$ cat config.mk
export PLATFORM = sky130hd
export DESIGN_NAME = uart_rx_param
export DESIGN_NICKNAME = d
export VERILOG_FILES = /design/src/rtl/uart_rx_param.sv
export SDC_FILE = /design/constraint.sdc
export NUM_CORES = 1
export LEC_CHECK = 0
export CELL_PAD_IN_SITES_DETAIL_PLACEMENT = 0
export CELL_PAD_IN_SITES_GLOBAL_PLACEMENT = 1
export CORE_ASPECT_RATIO = 2
export CORE_UTILIZATION = 48
export DETAILED_ROUTE_END_ITERATION = 16
export GPL_ROUTABILITY_DRIVEN = 1
export GPL_TIMING_DRIVEN = 0
export PLACE_DENSITY_LB_ADDON = 0.1
export SLEW_MARGIN = 20
export SYNTH_ARGS = -nofsm -noshare
export SYNTH_HDL_FRONTEND = slang
export SYNTH_SLANG_ARGS = --single-unit
$ cat constraint.sdc
create_clock -name clock -period 2.4 [get_ports clock]
set_input_delay 0.36 -clock clock [delete_from_list [all_inputs] [get_ports clock]]
set_output_delay 0.36 -clock clock [all_outputs]
set_load 0.01 [all_outputs]
$ cat src/rtl/uart_rx_param.sv
// Parametrised UART receiver: 2-flop synchroniser, 3-sample majority vote,
// parity/framing checks, break lockout and a first-word fall-through receive FIFO.
module uart_rx_param #(
    parameter int CLK_FREQ   = 100000000,
    parameter int BAUD       = 230400,
    parameter int DATA_BITS  = 8,
    parameter int PARITY     = 0,
    parameter int STOP_BITS  = 1,
    parameter int FIFO_DEPTH = 4
) (
    input  logic                 clock,
    input  logic                 reset,
    input  logic                 rxd,
    input  logic                 rd_en,
    output logic                 rd_valid,
    output logic [DATA_BITS-1:0] rd_data,
    output logic                 rd_perr,
    output logic                 rd_ferr,
    output logic                 overflow,
    output logic                 busy
);
    localparam int CLKS_PER_BIT = CLK_FREQ / BAUD;
    localparam int MID          = (CLKS_PER_BIT - 1) / 2;
    localparam int CW           = $clog2(CLKS_PER_BIT);
    localparam int BW           = $clog2(DATA_BITS);
    localparam int AW           = $clog2(FIFO_DEPTH);
    localparam int EW           = DATA_BITS + 2;

    localparam logic [CW-1:0] CNT_MID  = CW'(MID);
    localparam logic [CW-1:0] CNT_S1   = CW'(CLKS_PER_BIT - 3);
    localparam logic [CW-1:0] CNT_S2   = CW'(CLKS_PER_BIT - 2);
    localparam logic [CW-1:0] CNT_END  = CW'(CLKS_PER_BIT - 1);
    localparam logic [BW-1:0] BIT_LAST = BW'(DATA_BITS - 1);

    localparam logic [2:0] IDLE_S  = 3'd0;
    localparam logic [2:0] START_S = 3'd1;
    localparam logic [2:0] DATA_S  = 3'd2;
    localparam logic [2:0] PAR_S   = 3'd3;
    localparam logic [2:0] STOP_S  = 3'd4;

    logic                 sync_q, rs_q;
    logic [2:0]           state_q, state_d;
    logic [CW-1:0]        cnt_q, cnt_d;
    logic [BW-1:0]        bit_idx_q, bit_idx_d;
    logic                 stop_idx_q, stop_idx_d;
    logic                 armed_q, armed_d;
    logic [DATA_BITS-1:0] shreg_q, shreg_d;
    logic                 perr_q, perr_d, ferr_q, ferr_d;
    logic                 s1_q, s1_d, s2_q, s2_d;
    logic                 vote, push;
    logic [EW-1:0]        push_entry;

    logic [EW-1:0]        mem_q [FIFO_DEPTH];
    logic [AW:0]          wr_ptr_q, wr_ptr_d, rd_ptr_q, rd_ptr_d;
    logic                 overflow_q, overflow_d;
    logic                 empty, full, pop, wr_en;

    // NOTE: every clocked block uses <= so all flops sample pre-edge values together.
    always_ff @(posedge clock or posedge reset) begin
        if (reset) begin
            sync_q     <= 1'b1;
            rs_q       <= 1'b1;
            state_q    <= IDLE_S;
            cnt_q      <= '0;
            bit_idx_q  <= '0;
            stop_idx_q <= 1'b0;
            armed_q    <= 1'b0;
            shreg_q    <= '0;
            perr_q     <= 1'b0;
            ferr_q     <= 1'b0;
            s1_q       <= 1'b1;
            s2_q       <= 1'b1;
            wr_ptr_q   <= '0;
            rd_ptr_q   <= '0;
            overflow_q <= 1'b0;
        end else begin
            sync_q     <= rxd;
            rs_q       <= sync_q;
            state_q    <= state_d;
            cnt_q      <= cnt_d;
            bit_idx_q  <= bit_idx_d;
            stop_idx_q <= stop_idx_d;
            armed_q    <= armed_d;
            shreg_q    <= shreg_d;
            perr_q     <= perr_d;
            ferr_q     <= ferr_d;
            s1_q       <= s1_d;
            s2_q       <= s2_d;
            wr_ptr_q   <= wr_ptr_d;
            rd_ptr_q   <= rd_ptr_d;
            overflow_q <= overflow_d;
        end
    end

    // NOTE: each signal gets a default first, so no path leaves it unassigned and no latch appears.
    always_comb begin
        state_d    = state_q;
        cnt_d      = cnt_q;
        bit_idx_d  = bit_idx_q;
        stop_idx_d = stop_idx_q;
        armed_d    = armed_q;
        shreg_d    = shreg_q;
        perr_d     = perr_q;
        ferr_d     = ferr_q;
        s1_d       = s1_q;
        s2_d       = s2_q;
        push       = 1'b0;
        vote       = (s1_q & s2_q) | (s1_q & rs_q) | (s2_q & rs_q);

        if (state_q != IDLE_S) begin
            cnt_d = cnt_q + 1'b1;
            if (cnt_q == CNT_S1) s1_d = rs_q;
            if (cnt_q == CNT_S2) s2_d = rs_q;
        end

        case (state_q)
            IDLE_S: begin
                cnt_d = '0;
                if (rs_q) armed_d = 1'b1;
                else if (armed_q) state_d = START_S;
            end
            START_S: begin
                if (cnt_q == CNT_MID) begin
                    cnt_d = '0;
                    if (!rs_q) begin
                        state_d   = DATA_S;
                        bit_idx_d = '0;
                        perr_d    = 1'b0;
                        ferr_d    = 1'b0;
                    end else begin
                        state_d = IDLE_S;
                    end
                end
            end
            DATA_S: begin
                if (cnt_q == CNT_END) begin
                    cnt_d              = '0;
                    shreg_d[bit_idx_q] = vote;
                    if (bit_idx_q == BIT_LAST) begin
                        bit_idx_d  = '0;
                        stop_idx_d = 1'b0;
                        state_d    = (PARITY != 0) ? PAR_S : STOP_S;
                    end else begin
                        bit_idx_d = bit_idx_q + 1'b1;
                    end
                end
            end
            PAR_S: begin
                if (cnt_q == CNT_END) begin
                    cnt_d   = '0;
                    perr_d  = (^shreg_q ^ vote) != (PARITY == 1);
                    state_d = STOP_S;
                end
            end
            STOP_S: begin
                if (cnt_q == CNT_END) begin
                    cnt_d = '0;
                    if (!vote) ferr_d = 1'b1;
                    if (STOP_BITS == 1 || stop_idx_q) begin
                        push    = 1'b1;
                        state_d = IDLE_S;
                        // A low stop bit may be a held break: wait for the line to go high.
                        if (ferr_d) armed_d = 1'b0;
                    end else begin
                        stop_idx_d = 1'b1;
                    end
                end
            end
            default: state_d = IDLE_S;
        endcase
    end

    assign push_entry = {ferr_d, perr_q, shreg_q};

    always_comb begin
        empty      = (wr_ptr_q == rd_ptr_q);
        full       = (wr_ptr_q[AW] != rd_ptr_q[AW]) && (wr_ptr_q[AW-1:0] == rd_ptr_q[AW-1:0]);
        pop        = rd_en && !empty;
        wr_en      = push && (!full || pop);
        wr_ptr_d   = wr_en ? wr_ptr_q + 1'b1 : wr_ptr_q;
        rd_ptr_d   = pop ? rd_ptr_q + 1'b1 : rd_ptr_q;
        overflow_d = push && full && !pop;
    end

    // NOTE: storage has no reset; outputs are gated by empty, so stale contents never show.
    always_ff @(posedge clock) begin
        if (wr_en) mem_q[wr_ptr_q[AW-1:0]] <= push_entry;
    end

    assign {rd_ferr, rd_perr, rd_data} = empty ? {EW{1'b0}} : mem_q[rd_ptr_q[AW-1:0]];
    assign rd_valid = !empty;
    assign overflow = overflow_q;
    assign busy     = (state_q != IDLE_S);
endmodule

# Word-level counts from Yosys, hierarchy flattened
# Memories as Yosys holds them, arrays and structs flattened.
# Index checks and enable logic that the tools add are counted.
[totals]
mem_count = 1
register_bits = 37
in_bits = 4
mem_bits_rw = 40
[classes]
bitwise_logic = 6
eq_ne = 22
muxes = 41
n_addsub = 4
n_reduce_logical = 24
magnitude_cmp = 2
[mem_list]
columns = ["memory", "depth", "word_bits", "read_ports", "rd_ports_with_merged_regs", "write_ports", "line", "rtl"]
rows = [
  ["mem_q", 4, 10, 1, 0, 1, "53", "logic [EW-1:0] mem_q [FIFO_DEPTH];"],
]
[op_table]
columns = ["op", "count"]
rows = [
  ["two-way mux 3 bit", 11],
  ["== test 9 bit (second input constant)", 3],
  ["two-way mux 9 bit", 3],
  ["case mux 9 bit (3 select lines)", 1],
  ["!= test 2 bit (second input constant)", 10],
  ["two-way mux 1 bit", 17],
  ["case mux 3 bit (5 select lines)", 1],
  ["AND reduction 4 bit", 3],
  ["two-way mux 10 bit", 1],
  ["adder 3 x 1 -> 3 bit (second input constant)", 3],
  ["adder 9 x 1 -> 9 bit (second input constant)", 1],
  ["== test 9 x 8 -> 1 bit (second input constant)", 1],
  ["bitwise mux 8 bit", 1],
  ["parity 8 bit", 1],
  ["AND reduction 7 bit", 1],
  ["== test 3 x 2 -> 1 bit (second input constant)", 2],
  ["== test 3 bit (second input constant)", 2],
  ["logical AND 1 bit", 6],
  ["case mux 1 bit (2 select lines)", 3],
  ["case mux 3 bit (2 select lines)", 1],
  ["AND reduction 2 bit", 3],
  ["nonzero test 2 bit", 3],
  ["< comparator 3 x 4 -> 1 bit (second input constant)", 1],
  ["bitwise AND 1 bit", 3],
  ["other kinds (14)", 17],
]

# Depth between registers and ports, before layout
# Gate-level depths: netlist (run 1).
[logic_depth]
depth_word = 9
ltp_mapped = 6

# Worst setup path before layout (run 1)
# Ideal clock, no wire load.
[synth_path]
path_type = "reg-to-reg"
startpoint = "register state_q[0]"
endpoint = "memory mem_q[3][0] (netlist bit) (enable)"
arrival_ps = 1511
n_path_buf = 1
period_less_slack_ps = 1889
path_slack_ps = 511
required_time_ps = 2022
stages_incl_launch_ff = 5
setup_ps = 378
cell_sequence = "dfrtp_1 > buf_2 > nor3b_2 > nand4_2 > nor3b_2"
[synth_via]
elab_chain_len = 5
[synth_rtl]
columns = ["item", "line", "rtl"]
rows = [
  ["start: declaration", "42", "logic [2:0] state_q, state_d;"],
  ["start signal: assignment", "79", "state_q <= state_d;"],
  ["== test 3 bit", "116", "case (state_q)"],
  ["two-way mux 1 bit", "116", ""],
  ["logical AND 1 bit", "179", "wr_en = push && (!full || pop);"],
  ["two-way mux 1 bit", "187", "if (wr_en) mem_q[wr_ptr_q[AW-1:0]] <= push_entry;"],
  ["two-way mux 1 bit (implied by the code)", "187", ""],
  ["end: declaration", "53", ""],
]
# Every way passes these cells.

# Worst setup path in the final report (run 1)
[layout_path]
startpoint = "register rd_ptr_q[0]"
endpoint = "output rd_ferr"
[layout_via]
elab_chain_len = 2
elab_cells_between_ends = 3
classes_between = "eq/ne (1); mux (1); memory (1)"
[layout_rtl]
columns = ["item", "line", "rtl"]
rows = [
  ["start: declaration", "54", "logic [AW:0] wr_ptr_q, wr_ptr_d, rd_ptr_q, rd_ptr_d;"],
  ["start signal: assignment", "90", "rd_ptr_q <= rd_ptr_d;"],
  ["memory read (4 x 10 bit) or == test 3 bit (tied branches)", "n/a", ""],
  ["two-way mux 10 bit *", "190", "assign {rd_ferr, rd_perr, rd_data} = empty ? {EW{1'b0}} : mem_q[rd_ptr_q[AW-1:0]];"],
  ["end: declaration", "18", "output logic rd_ferr,"],
]
# Mark *: on every way between the ends. The rest lies on a longest branch, timed or not.

==> flow_metrics.py, run 1 <==
metrics = {
    "route": {
        "wirelength_um": 6390,
        "drt_pass1_iterations": 4,
        "drt_drc_violations_left": 0,
        "viasPerCell": 5.37,
        "count_of_vias_placed_by_the_detailed_router": 2079,
        "initialDrtViolationCount": 57,
        "wirelength_per_cell_um": 16.5,
        "postRouteAntennaNets": 0,
    },
    "timing": {
        "total_negative_slack_for_setup_checks_ns": 0,
        "transition_time_at_the_pin_with_the_least_slew_margin_ns": 0.687,
        "rsz0062_at_grt": "no",
        "relSlewSlack_pct": 54.2,
        "endpoints_failing_setup": 0,
        "period_minus_slack_ns": 2.33,
        "final_max_slew_viol_count": 0,
        "min_period_over_period_pct": 96.9,
        "fin_skew_ns": 0.00326,
        "report.final.hold_viol_count": 0,
        "setup_ws_ns": 0.0734,
        "fmax_mhz": 430,
    },
    "critical_path": {
        "worst_ep_arrival_time_ns": 1.97,
        "regToRegEndpoint": "mem_q[3][0]$_DFFE_PP_",
        "endpoint_kind": "output pin",
        "worstReg2RegStart": "state_q[2]$_DFFE_PP0P_",
        "reg2regPathDepth": 4,
        "critical_path.startpoint_type": "flop",
        "r2r_slack_ns": 0.19,
        "slowest_stage": "mux4_2",
        "critical-path-max-stage-delay_ns": 0.48,
        "path_max_fanout": 4,
        "setup.worst_path.class": "flop to output pin",
        "crit_path_cell_trace": "buf_4, mux4_2, and2_1, clkdlybuf4s50_1",
        "worst_ep_required_time_ns": 2.04,
    },
    "die": {
        "core_area_um2": 7320,
        "die_area_um2": 7970,
        "floorplan.die.height_um": 125,
        "boundaryPins": 17,
        "die_width_um": 63.6,
        "fp-row-count": 44,
        "starting_density_pct": 49.8,
    },
    "clocking": {
        "clk_root_buffer_cell": "clkbuf_16",
        "cts.path.max_buffers": 2,
        "hold_buffers": 0,
        "clkSinkCount": 77,
        "cts_made_buffers": 9,
        "ctsHtreeMaxLevel": 3,
        "cts_tree": "built",
        "post_cts_clock_slew_at_the_launch_and_capture_registers_of_the_worst_setup_and_hold_paths_ns": 0.06,
        "worstSkewPairLatency_ns": 0.33,
    },
    "layout": {
        "layout-area-overhead-vs-synth_pct": 17.1,
        "layout.nets": 304,
        "n_antenna_cell": 0,
        "final_cell_mix": "40 x edfxtp_1, 32 x dfrtp_1, 20 x nor2_1",
        "final_layout_size_suffix_gt1_share_pct": 23.1,
        "mostFrequentLayoutCell": "edfxtp_1",
    },
    "synth": {
        "synth_simple_gate_area_share_pct": 16.0,
        "synth.ff_latch_count": 77,
        "postSynth.asyncResetShare_pct": 48.1,
        "synthMuxAreaShare_pct": 9.88,
        "ys_warn_count": 0,
        "post_synth_fa_ha_maj_area_fraction_pct": 3.70,
        "synth_enable_flop_cells": 40,
        "synth_flop_cell": "edfxtp_1",
        "seq_area_frac_synth_pct": 58.5,
        "synth.lib_cells_used.distinct": 53,
        "dominant_combinational_cell_family_by_area_after_synthesis": "simple AND/OR/NAND/NOR gates",
        "syn-num-nets": 274,
        "synth.avg_cell_area_um2": 14.0,
        "netlist_instances": 260,
        "yosys.area_share.xor_xnor_pct": 5.66,
        "synth_compound_gate_area_share_pct": 3.50,
        "syn-cell-area_um2": 3650,
    },
    "placement": {
        "buffer_ports.inserted": 16,
        "dp_hpwl_um": 4770,
        "place_congestion": 0.863,
        "preCtsSetupSlack_ns": -0.105,
    },
    "global_routing": {
        "grt_use_total_pct": 18.8,
        "first_global_vias": 2171,
        "grt_max_degree": 20,
        "grt-ovfl-total": 0,
        "wire_length_of_the_first_global_routing_pass_um": 10900,
        "grt_antenna_before_repair": 0,
    },
    "power_and_ir_drop": {
        "static-leakage-power_nw": 1.74,
        "power.density_nw_per_um2": 882,
        "vdd_drop_max_uv": 491,
    },
    "hold_path": {
        "min_path_cells": 0,
        "worstHoldEndpoint": "rs_q$_DFF_PP1_",
        "hp_start": "sync_q$_DFF_PP1_",
        "hold_path.class": "flop to flop",
    },
    "flow_run": {
        "timing.max_cap.violations": 0,
    },
    "status": {
        "run_status": "finished, final reports clean",
    },
}
## where the power goes
| part | total, W | leakage (nW) | switching [W] | internal, W |
|---|---|---|---|---|
| registers | 0.00154 | 0.892 | 0.0000841 | 0.00145 |
| clock network | 0.00131 | 0.143 | 0.000506 | 0.000801 |
| logic | 0.000923 | 0.701 | 0.000409 | 0.000514 |
| total | 0.00377 | 1.74 | 0.000999 | 0.00277 |
## synthesized netlist by cell type, types with 5 or more instances
master    count  area (um^2)
nand4_1       5         31.3
and2_1       13         81.3
mux4_2       10          225
edfxtp_1     40         1200
dfrtp_1      33          826
inv_1        11         41.3
nor2_1       20         75.1
nand3_1       5         25.0
xnor2_1      17          149
buf_2         6         30.0
nand2_1       9         33.8
ha_1         10          125
o21ai_0       8         40.0
mux2_1        9          101
## worst max-delay path, delay by kind of cell (launching register included)
family	cells	cell delay, ns
buffers and inverters	2	0.60
DFF	1	0.39
and+or+nand+nor	1	0.17
muxes	1	0.48
## state kept, by name (all words and copies together), names as in the netlist, 3 cells and up
| name | flops |
|---|---|
| bit_idx_q | 3 |
| cnt_q | 9 |
| mem_q | 40 |
| rd_ptr_q | 3 |
| shreg_q | 8 |
| state_q | 3 |
| wr_ptr_q | 3 |
## what timing repair did
| action | 4_1_cts | 5_1_grt |
|---|---|---|
| pin swaps | 0 | 0 |
| setup buffers | 1 | 1 |
| resized for setup | 18 | 3 |
| setup endpoints to repair | 21 | 31 |
## cell families (layout without fill, tap and decap cells)
group           count (synthesis)  in the layout
compound gates                 19             19
xor+xnor                       22             22
fa+ha+maj                      11             11
buf+inv                        23             58
flops                          77             77
mux                            22             22
simple gates                   86             86
## per-stage QoR
stage	util [%]	area, um^2	hold WS (ns)	power, W	cells
final	58.3	4270	0.354	0.00377	387
after global routing	58.3	4270	0.363	0.00396	387
after floorplan	-	3650	0.345	0.00216	260
after CTS	58.2	4260	0.355	0.00381	386
after detailed placement	53.9	3950	0.347	0.00250	369
after global placement	53.6	3920	0.346	0.00249	368
## layout make-up
type	count	area, um^2
multi-input combinational	160	1420
timing repair buffer	19	191
buffer	12	81.3
inverter	11	41.3
sequential	77	2130
tap	92	115
fill	618	3050
clock inverter	5	53.8
clock buffer	11	233
## per-layer routing
metal / track usage [%] / share of wire [%] / up-vias
met1: 18.4 / 36 / 1040
met3: 4.65 / 1.9 / 7
li1: - / - / 1007
met2: 35.7 / 61 / 25
met4: 8.02 / 1.9 / 0
met5: 0 / 0 / -
## worst max path at each step
| stage | cells after the start | slack (ns) | end | from |
|---|---|---|---|---|
| 3_5_place_dp | 4 | -0.10 | mem_q[3][1]$_DFFE_PP_ | state_q[0]$_DFFE_PP0P_ |
| 4_1_cts | 5 | 0.02 | mem_q[0][7]$_DFFE_PP_ | state_q[2]$_DFFE_PP0P_ |
| 5_1_grt | 4 | 0.02 | rd_ferr | rd_ptr_q[0]$_DFFE_PP0P_ |
| 3_3_place_gp | 4 | -0.10 | mem_q[3][0]$_DFFE_PP_ | state_q[0]$_DFFE_PP0P_ |
| 6_report | 4 | 0.07 | rd_ferr | rd_ptr_q[0]$_DFFE_PP0P_ |
| 2_1_floorplan | 4 | 0.51 | mem_q[3][0]$_DFFE_PP_ | state_q[0]$_DFFE_PP0P_ |
Power figures use the tool's default switching activity.
==> run 2, diff against run 1 <==
- DONT_BUFFER_PORTS: default -> 1
==> flow_metrics.py, run 2 (synthesized netlist as in run 1, its figures left out) <==
metrics = {
    "critical_path": {
        "endpoint_kind": "output pin",
        "regToRegEndpoint": "mem_q[3][7]$_DFFE_PP_",
        "worst_ep_arrival_time_ns": 1.87,
        "worst_ep_required_time_ns": 2.04,
        "worst_setup_path_startpoint": "rd_ptr_q[0]$_DFFE_PP0P_",
        "setup.worst_path.class": "flop to output pin",
        "reg2regPathDepth": 4,
        "critical_path.startpoint_type": "flop",
        "path_max_fanout": 10,
        "worstReg2RegStart": "state_q[0]$_DFFE_PP0P_",
        "r2r_slack_ns": 0.23,
    },
    "power_and_ir_drop": {
        "power.share.clock_pct": 36.8,
        "static-leakage-power_nw": 1.63,
        "logic_pwr_share_pct": 20.3,
        "sequential_share_of_power_pct": 42.9,
        "internal-power_w": 0.00261,
        "vdd_drop_max_uv": 472,
        "report.power.total_w": 0.00359,
        "power.density_nw_per_um2": 875,
        "power_dissipated_by_switching_net_loads_w": 0.000977,
        "p_sw_share_pct": 27.2,
    },
    "hold_path": {
        "min_path_cells": 0,
        "hold_path.class": "input port to flop",
        "hp_start": "rxd",
        "worstHoldEndpoint": "sync_q$_DFF_PP1_",
    },
    "layout": {
        "final_layout_size_suffix_gt1_share_pct": 22.7,
        "layout.nets": 287,
        "final_cell_mix": "40 x edfxtp_1, 33 x dfrtp_1, 20 x nor2_1",
        "number_of_flip_flops_under_the_largest_register_name": 40,
        "stdcell_area_um2": 4100,
        "layout-area-overhead-vs-synth_pct": 12.5,
        "n_antenna_cell": 0,
        "mostFrequentLayoutCell": "edfxtp_1",
    },
    "placement": {
        "placedInstanceArea_um2": 3790,
        "buffer_ports.inserted": 0,
        "dp_hpwl_um": 5040,
        "preCtsSetupSlack_ns": -0.0325,
        "place_congestion": 0.830,
    },
    "timing": {
        "setup_ws_ns": 0.165,
        "rsz0062_at_grt": "no",
        "endpoints_failing_setup": 0,
        "transition_time_at_the_pin_with_the_least_slew_margin_ns": 0.689,
        "relSlewSlack_pct": 54.1,
        "total_negative_slack_for_setup_checks_ns": 0,
        "report.final.hold_viol_count": 0,
        "period_minus_slack_ns": 2.23,
        "fmax_mhz": 447,
        "min_period_over_period_pct": 93.1,
        "final_max_slew_viol_count": 0,
        "fin_skew_ns": 0.00488,
    },
    "global_routing": {
        "wire_length_of_the_first_global_routing_pass_um": 11400,
        "first_global_vias": 2196,
        "grt_max_degree": 23,
        "grt_busiest_layer": "met2",
        "grt-ovfl-total": 0,
        "grt.met3_usage_pct": 2.83,
        "grt_antenna_before_repair": 0,
        "global_route.usage.met1_pct": 19.9,
        "grt_use_total_pct": 19.4,
        "grt.met2_usage_pct": 36.7,
    },
    "clocking": {
        "cts.path.max_buffers": 2,
        "clkSinkCount": 77,
        "clk_root_buffer_cell": "clkbuf_16",
        "cts_tree": "built",
        "cts_made_buffers": 9,
        "ctsHtreeMaxLevel": 3,
        "worstSkewPairLatency_ns": 0.33,
        "post_cts_clock_slew_at_the_launch_and_capture_registers_of_the_worst_setup_and_hold_paths_ns": 0.06,
        "cts_post_setup_buffers_inserted": 0,
    },
    "die": {
        "starting_density_pct": 49.8,
        "fp-row-count": 44,
        "core_area_um2": 7320,
        "die_area_um2": 7970,
        "boundaryPins": 17,
        "floorplan.die.height_um": 125,
        "die_width_um": 63.6,
    },
    "route": {
        "viasPerCell": 5.49,
        "wirelength_um": 6690,
        "drt_drc_violations_left": 0,
        "postRouteAntennaNets": 0,
        "initialDrtViolationCount": 62,
        "count_of_vias_placed_by_the_detailed_router": 2031,
        "wirelength_per_cell_um": 18.1,
        "drt_pass1_iterations": 7,
    },
    "flow_run": {
        "timing.max_cap.violations": 0,
    },
    "status": {
        "run_status": "finished, final reports clean",
    },
}
run 2: critical path, cell delays in order, from the launching register on:
cell and delay (ns):
dfrtp_1 0.43, buf_2 0.36, mux4_2 0.55, and2_1 0.20
run 2: cell type report:
cell class | instances | area (um^2)
Inverter | 11 | 41.3
Sequential cell | 77 | 2130
Fill cell | 630 | 3220
Clock inverter | 5 | 60.1
Multi-Input combinational cell | 160 | 1420
Clock buffer | 11 | 233
Buffer | 12 | 61.3
Tap cell | 92 | 115
Timing Repair Buffer | 2 | 37.5
run 2: metrics by stage:
stage	utilization, %	hold slack [ns]	cells
floorplan	-	0.345	260
global placement	51.4	0.346	352
detailed placement	51.8	0.261	353
CTS	56.0	0.0180	370
global route	56.0	0.0127	370
finish	56.0	0.0230	370
run 2: what timing repair did:
action / in CTS / in global routing
gates resized for setup: 1 / 3
hold buffers: 1 / 0
hold endpoints to repair: 15 / 0
endpoints found under the setup margin: 10 / 30
run 2: worst max-delay path by stage:
| stage | end | slack [ns] | depth (start not counted) |
|---|---|---|---|
| after floorplan | mem_q[3][0]$_DFFE_PP_ | 0.51 | 4 |
| after global placement | mem_q[3][1]$_DFFE_PP_ | -0.10 | 4 |
| after detailed placement | mem_q[3][0]$_DFFE_PP_ | -0.03 | 4 |
| after CTS | mem_q[1][6]$_DFFE_PP_ | 0.04 | 5 |
| after global routing | rd_perr | 0.04 | 3 |
| final | rd_perr | 0.17 | 3 |
run 2: routing by layer:
layer	share of wire [%]	up-vias
met4	2.8	0
met5	0	-
li1	-	967
met2	60	33
met1	35	1015
met3	2.0	16
run 2: power by group through the flow:
stage	logic [W]	registers (W)	clock network, W
CTS	0.000753	0.00154	0.00134
finish	0.000729	0.00154	0.00132
detailed placement	0.000749	0.00157	0
global route	0.000818	0.00155	0.00140
floorplan	0.000621	0.00154	0
global placement	0.000732	0.00156	0
==> run 3, diff against run 2 <==
- CELL_PAD_IN_SITES_DETAIL_PLACEMENT: 0 -> default
- CELL_PAD_IN_SITES_GLOBAL_PLACEMENT: 1 -> default
- CORE_UTILIZATION: 48 -> 45
- PLACE_DENSITY_LB_ADDON: 0.1 -> default
==> flow_metrics.py, run 3 (synthesized netlist as in run 1, its figures left out) <==
metrics = {
    "status": {
        "run_status": "finished, final reports clean",
    },
    "timing": {
        "transition_time_at_the_pin_with_the_least_slew_margin_ns": 0.664,
        "period_minus_slack_ns": 2.28,
        "fin_hold_ws_ns": 0.0225,
        "min_period_over_period_pct": 94.9,
        "rsz0062_at_grt": "no",
        "relSlewSlack_pct": 55.7,
        "fin_skew_ns": 0.00519,
        "report.final.hold_viol_count": 0,
        "endpoints_failing_setup": 0,
        "final_max_slew_viol_count": 0,
        "fmax_mhz": 439,
    },
    "critical_path": {
        "worst_ep_required_time_ns": 2.04,
        "setup.worst_path.class": "flop to output pin",
        "path_max_fanout": 10,
        "slowest_stage": "mux4_2",
        "crit_family": "multiplexers",
        "worst_ep_arrival_time_ns": 1.92,
        "endpoint_kind": "output pin",
        "worst_setup_path_startpoint": "rd_ptr_q[0]$_DFFE_PP0P_",
        "critical_path.startpoint_type": "flop",
        "crit_path_cell_trace": "buf_2, mux4_2, and2_1",
        "cp_num_buf_inv": 1,
        "worstReg2RegStart": "state_q[2]$_DFFE_PP0P_",
        "critical-path-max-stage-delay_ns": 0.56,
    },
    "clocking": {
        "clkSinkCount": 77,
        "clk_root_buffer_cell": "clkbuf_16",
        "post_cts_clock_slew_at_the_launch_and_capture_registers_of_the_worst_setup_and_hold_paths_ns": 0.06,
        "cts_tree": "built",
        "worstSkewPairLatency_ns": 0.33,
        "cts_made_buffers": 9,
        "cts_post_setup_buffers_inserted": 0,
        "cts.path.max_buffers": 2,
        "ctsHtreeMaxLevel": 3,
    },
    "global_routing": {
        "first_global_vias": 2084,
        "grt_antenna_before_repair": 0,
        "grt_use_total_pct": 17.4,
        "grt-ovfl-total": 0,
        "grt_max_degree": 33,
        "wire_length_of_the_first_global_routing_pass_um": 10600,
    },
    "layout": {
        "layout.cells.non_filler": 374,
        "n_antenna_cell": 0,
        "number_of_flip_flops_under_the_largest_register_name": 40,
        "final_layout_size_suffix_gt1_share_pct": 23.4,
        "fin_util_pct": 52.7,
        "final_cell_mix": "40 x edfxtp_1, 33 x dfrtp_1, 20 x nor2_1",
        "stdcell_area_um2": 4150,
        "layout.nets": 287,
        "mostFrequentLayoutCell": "edfxtp_1",
        "layout-area-overhead-vs-synth_pct": 13.9,
    },
    "route": {
        "count_of_vias_placed_by_the_detailed_router": 2019,
        "drt_pass1_iterations": 4,
        "drt_drc_violations_left": 0,
        "postRouteAntennaNets": 0,
        "wirelength_um": 6440,
        "viasPerCell": 5.40,
        "wirelength_per_cell_um": 17.2,
        "initialDrtViolationCount": 82,
    },
    "die": {
        "core_area_um2": 7890,
        "starting_density_pct": 46.3,
        "floorplan.die.height_um": 129,
        "die_width_um": 65.7,
        "fp-row-count": 46,
        "die_area_um2": 8490,
        "boundaryPins": 17,
    },
    "power_and_ir_drop": {
        "logic_pwr_share_pct": 19.3,
        "static-leakage-power_nw": 1.65,
        "p_sw_share_pct": 26.3,
        "power_dissipated_by_switching_net_loads_w": 0.00101,
        "power.share.clock_pct": 40.5,
        "internal-power_w": 0.00282,
        "sequential_share_of_power_pct": 40.2,
        "vdd_drop_max_uv": 511,
        "power.density_nw_per_um2": 923,
    },
    "placement": {
        "buffer_ports.inserted": 0,
        "dp_hpwl_um": 4710,
        "post-place-cells": 357,
        "place_congestion": 0.847,
        "placedInstanceArea_um2": 3790,
    },
    "hold_path": {
        "hold_path.class": "input port to flop",
        "hp_start": "rxd",
    },
    "flow_run": {
        "timing.max_cap.violations": 0,
    },
}
-- run 3: layer usage --
layer	share of wire (%)	track usage, %
met5	0	0
met4	2.0	8.06
met3	2.6	3.87
met2	59	32.5
met1	37	17.6
-- run 3: worst paths after layout --
path	end	slack, ns	cells after the start
max	rd_data[1]	0.12	3
min	sync_q$_DFF_PP1_	0.02	0
max reg2reg	mem_q[3][7]$_DFFE_PP_	0.27	4
min reg2reg	rs_q$_DFF_PP1_	0.36	0
max in group asynchronous	rs_q$_DFF_PP1_	1.55	3
min in group asynchronous	rd_ptr_q[2]$_DFFE_PP0P_	0.37	2
-- run 3: power groups by stage --
stage          logic [W]  registers (W)  clock network, W
3_5_place_dp    0.000760        0.00156                 0
6_report        0.000741        0.00154           0.00155
3_3_place_gp    0.000741        0.00156                 0
2_1_floorplan   0.000621        0.00154                 0
4_1_cts         0.000766        0.00154           0.00158
5_1_grt         0.000827        0.00155           0.00162
-- run 3: layout make-up --
class / instances / area, um^2
buffer: 12 / 61.3
clock buffer: 9 / 225
clock inverter: 7 / 121
fill: 681 / 3730
inverter: 11 / 41.3
multi-input combinational: 160 / 1420
sequential: 77 / 2130
tap: 96 / 120
timing repair buffer: 2 / 30.0
-- run 3: stage by stage --
stage                     setup TNS (ns)  total power (W)  setup WS (ns)
after global placement            -0.153          0.00230        -0.0163
after CTS                              0          0.00389         0.0348
after detailed placement          -0.229          0.00232        -0.0239
after global routing                   0          0.00400         0.0219
after floorplan                        0          0.00216          0.511
final                                  0          0.00383          0.122
-- run 3: repair_timing --
action	in CTS	in global routing
setup endpoints to repair	10	30
endpoints found under the hold margin	5	0
gates resized for setup	1	3
hold buffers	1	0
==> RTL change 1 (flow settings as in run 2) <==
The parameter `PARITY` goes from 0 to 1.
--- a/src/rtl/uart_rx_param.sv
+++ b/src/rtl/uart_rx_param.sv
@@ -4,7 +4,7 @@
     parameter int CLK_FREQ   = 100000000,
     parameter int BAUD       = 230400,
     parameter int DATA_BITS  = 8,
-    parameter int PARITY     = 0,
+    parameter int PARITY     = 1,
     parameter int STOP_BITS  = 1,
     parameter int FIFO_DEPTH = 4
 ) (
Formal check against the unedited RTL: same outputs for any inputs over 10 cycles, from zero or initial values and one cycle with reset high; that may be too few to reach the edited logic, so the function may still have changed.
==> RTL change 1 against run 2 <==
Total power down 2.7%; final cell count up 1.6%; synthesized area down 1.4%; first-iteration DRC count up 85%; maximum frequency down 0.83%; via count up 1.9%; routed wire length up 2.9%; clock power up 7%; design area down 0.79%; core utilization about the same; worst setup slack worse by 0.019 ns; sequential cell count unchanged; critical endpoint is now rd_data[1].
==> RTL change 1: results (changes against run 2) <==
Placed design
  – I/O Buffers: 0 (unchanged)
  – Placed insts: 359 (+1.7%)
  – Pre-CTS WS: 0.0286 ns (+0.0611 ns)
  – Post-DP Area: 3740 sq um (-1.3%)
  – Gpl congestion: 0.875 (+5.4%)
  – DP HPWL: 5030 um (-0.27%)

Power and ir drop
  – Clock Power: 1.41 mW (+7%)
  – P_comb: 0.521 mW (-29%)
  – Comb power frac: 14.9% (-5.4 points)
  – Net Sw Power: 0.898 mW (-8.1%)
  – P_leak: 1.67 nW (+2.4%)

Setup path
  – Arrival @ worst endpoint: 1.89 ns (+0.02 ns)
  – CP endpoint: rd_data[1]
  – Worst Reg-to-Reg Cells: 6 (+2)
  – R2R Setup Slk: 0.17 ns (-0.06 ns)
  – R2r endpoint: mem_q[2][2]
  – Reg2Reg Launch Point: cnt_q[1]

Synthesis
  – Synth top area cells: edfxtp_1, dfrtp_1, mux4_2
  – Syn Nets: 280 (+2.2%)
  – Synth cell count leaders: edfxtp_1, dfrtp_1, xnor2_1
  – EDFF count, synth: 40 (unchanged)
  – Post-synthesis sequential area ratio: 59.3% (+0.81 points)
  – Yosys cell types: 52 (-1.9%)

Cells and area
  – Number of standard cells in the final layout excluding fillers: 376 (+1.6%)
  – Share of layout cells above drive strength 1: 18.3% (-4.4 points)
  – Final nets: 293 (+2.1%)

Global routing
  – First-pass GRT wire length: 11800 um (+3.4%)
  – GRT Util Overall: 20.4% (+1.0 points)
  – Number of global-route vias before repair: 2302 (+4.8%)
  – Met1 Use GR: 20.8% (+0.86 points)
  – Largest net degree at the start of global routing: 21 (-8.7%)
  – Met2 Use GR: 37.1% (+0.33 points)
  – Met3 usage: 3.94% (+1.1 points)

Detailed routing
  – Vias per std cell: 5.50 (+0.25%)
  – Initial DRC count: 115 (+85%)
  – Drt total wl: 6880 um (+2.9%)
  – Drt pass-1 iters: 4 (-3)

Outcome
  – Outcome: complete, no violations

Timing
  – Worst Skew: 0.00396 ns (-0.000923 ns)
  – Fin crit share: 93.9% (+0.78 points)
  – Final hold slack: 0.0227 ns (-0.000254 ns)

CTS
  – Hold Buf Count CTS: 1 (unchanged)
  – Post-cts resize count: 0 (-1)

Worst hold path
  – Hold wc startpoint: rxd
  – Hold Crit Endpoint: sync_q
-- RTL change 1: cell type report --
type / count / area [sq um]
clock buffer: 12 / 236
fill: 645 / 3200
buffer: 11 / 50.0
timing repair buffer: 2 / 37.5
clock inverter: 4 / 72.6
sequential: 77 / 2130
tap: 92 / 115
multi-input combinational: 170 / 1400
inverter: 8 / 30.0
-- RTL change 1: metal layers --
layer  part of all wire, %  vias to the layer above
met3                   1.9                       16
met2                    59                       35
met4                   3.0                        0
met5                     0                        -
met1                    36                     1015
li1                      -                     1003
-- RTL change 1: cells by family after synthesis --
| group | share of synthesized area (%) |
|---|---|
| simple gates | 15.2 |
| flops | 59.3 |
| compound gates | 5.01 |
| xor+xnor | 5.74 |
| buf+inv | 2.23 |
| mux | 9.04 |
| fa+ha+maj | 3.48 |
-- RTL change 1: worst max-delay path, cell delays in order (launching register included) --
cell     delay [ns]
dfrtp_1        0.44
buf_2          0.37
mux4_2         0.55
and2_1         0.20
==> RTL change 2 (flow settings as in run 2) <==
Made on the original files. `shreg_q` no longer has a reset.
--- a/src/rtl/uart_rx_param.sv
+++ b/src/rtl/uart_rx_param.sv
@@ -65,7 +65,6 @@
             bit_idx_q  <= '0;
             stop_idx_q <= 1'b0;
             armed_q    <= 1'b0;
-            shreg_q    <= '0;
             perr_q     <= 1'b0;
             ferr_q     <= 1'b0;
             s1_q       <= 1'b1;
@@ -81,7 +80,6 @@
             bit_idx_q  <= bit_idx_d;
             stop_idx_q <= stop_idx_d;
             armed_q    <= armed_d;
-            shreg_q    <= shreg_d;
             perr_q     <= perr_d;
             ferr_q     <= ferr_d;
             s1_q       <= s1_d;
@@ -90,6 +88,10 @@
             rd_ptr_q   <= rd_ptr_d;
             overflow_q <= overflow_d;
         end
+    end
+
+    always_ff @(posedge clock) begin
+        shreg_q <= shreg_d;
     end
 
     // NOTE: each signal gets a default first, so no path leaves it unassigned and no latch appears.
Check against the original RTL: same outputs for any inputs over 10 cycles, from zero or initial values and one cycle with reset high; that may be too few to reach the edited logic, so the function may still have changed.
==> RTL change 2 against run 2 <==
The flow now finishes with violations (hold timing); synthesized area fell by 6.1%; worst setup slack worse by 0.035 ns; routed wire length is 13% lower; critical endpoint is now shreg_q[2]; combinational power decreased by 26%; non-clock buffer count is 6 lower; design area shrank 5.3%; sequential cell count did not move; core utilization up 0.38 points; total power down 1.7%.
==> RTL change 2: results (changes against run 2) <==
Global routing
  – First-pass GRT wire length: 9850 um (-14%)
  – GRT Util Overall: 19.1% (-0.31 points)
  – Met3 usage: 4.05% (+1.2 points)
  – Met2 Use GR: 35.9% (-0.85 points)
  – Number of global-route vias before repair: 2035 (-7.3%)

Setup path
  – Worst Setup SP: cnt_q[6]
  – Critical Path Max Stage Delay: 0.41 ns (-0.14 ns)
  – Worst Reg-to-Reg Cells: 6 (+2)
  – R2r endpoint: shreg_q[2]
  – Crit-path leading delay family: simple AND/OR/NAND/NOR gates
  – Crit-path slowest cell: dfrtp_1
  – R2R Setup Slk: 0.13 ns (-0.10 ns)

Power and ir drop
  – Sw frac: 26.1% (-1.2 points)
  – P_leak: 1.32 nW (-19%)
  – Net Sw Power: 0.919 mW (-5.9%)
  – Seq. pwr: 1.58 mW (+3%)
  – Comb power frac: 15.2% (-5.1 points)

Timing
  – Final hold violations: 16 (+16)
  – Final hold slack: -0.00801 ns (-0.0310 ns)
  – Max transition margin: 49.5% (-4.6 points)
  – Worst Skew: 0.00562 ns (+0.000738 ns)

Cells and area
  – Number of standard cells in the final layout excluding fillers: 346 (-6.5%)
  – Final nets: 265 (-7.7%)

Detailed routing
  – Drt pass-1 iters: 4 (-3)
  – Drt total wl: 5820 um (-13%)
  – Initial DRC count: 54 (-13%)
  – Met2 wire len: 3520 um (-12%)
  – Routed wl met3: 143 um (+6.7%)

Placed design
  – DP HPWL: 4220 um (-16%)
  – Pre-CTS WS: -0.216 ns (-0.183 ns)
  – Post-DP Area: 3540 sq um (-6.7%)
  – Gpl congestion: 0.812 (-2.1%)
  – Placed insts: 329 (-6.8%)

Synthesis
  – EDFF count, synth: 48 (+20%)
  – Mean Syn Cell Area: 14.3 sq um (+2.1%)
  – Post-synthesis sequential area ratio: 63.5% (+5.0 points)
  – Synth cell count leaders: edfxtp_1, dfrtp_1, nor2_1
  – Ys async rst share: 37.7% (-10 points)
  – Syn Nets: 253 (-7.7%)
  – Yosys cell types: 42 (-21%)

Worst hold path
  – Worst hold-check path type: input port to async pin

CTS
  – Hold Buf Count CTS: 0 (-1)

Outcome
  – Failing checks: hold timing
  – Outcome: finished, violations left
## RTL change 2: changes by cell type in the layout (fill, tap and decap cells not counted), moves of 5 or more
cell and change:
buf_2 -5, dfrtp_1 -8, mux2_1 -9, edfxtp_1 +8
## RTL change 2: worst max path at each step
stage / endpoint / slack [ns] / depth (start not counted)
6_report: shreg_q[2] / 0.13 / 6
2_1_floorplan: mem_q[3][0] / 0.25 / 5
3_5_place_dp: mem_q[3][3] / -0.22 / 5
5_1_grt: shreg_q[1] / 0.003 / 6
3_3_place_gp: mem_q[3][0] / -0.22 / 5
4_1_cts: mem_q[1][0] / -0.02 / 5
## RTL change 2: final cells by class
type / instances / area, sq um
clock buffer: 9 / 225
inverter: 10 / 37.5
tap: 90 / 113
clock inverter: 7 / 90.1
timing repair buffer: 1 / 7.51
sequential: 77 / 2170
fill: 620 / 3000
multi-input combinational: 145 / 1200
buffer: 7 / 42.5
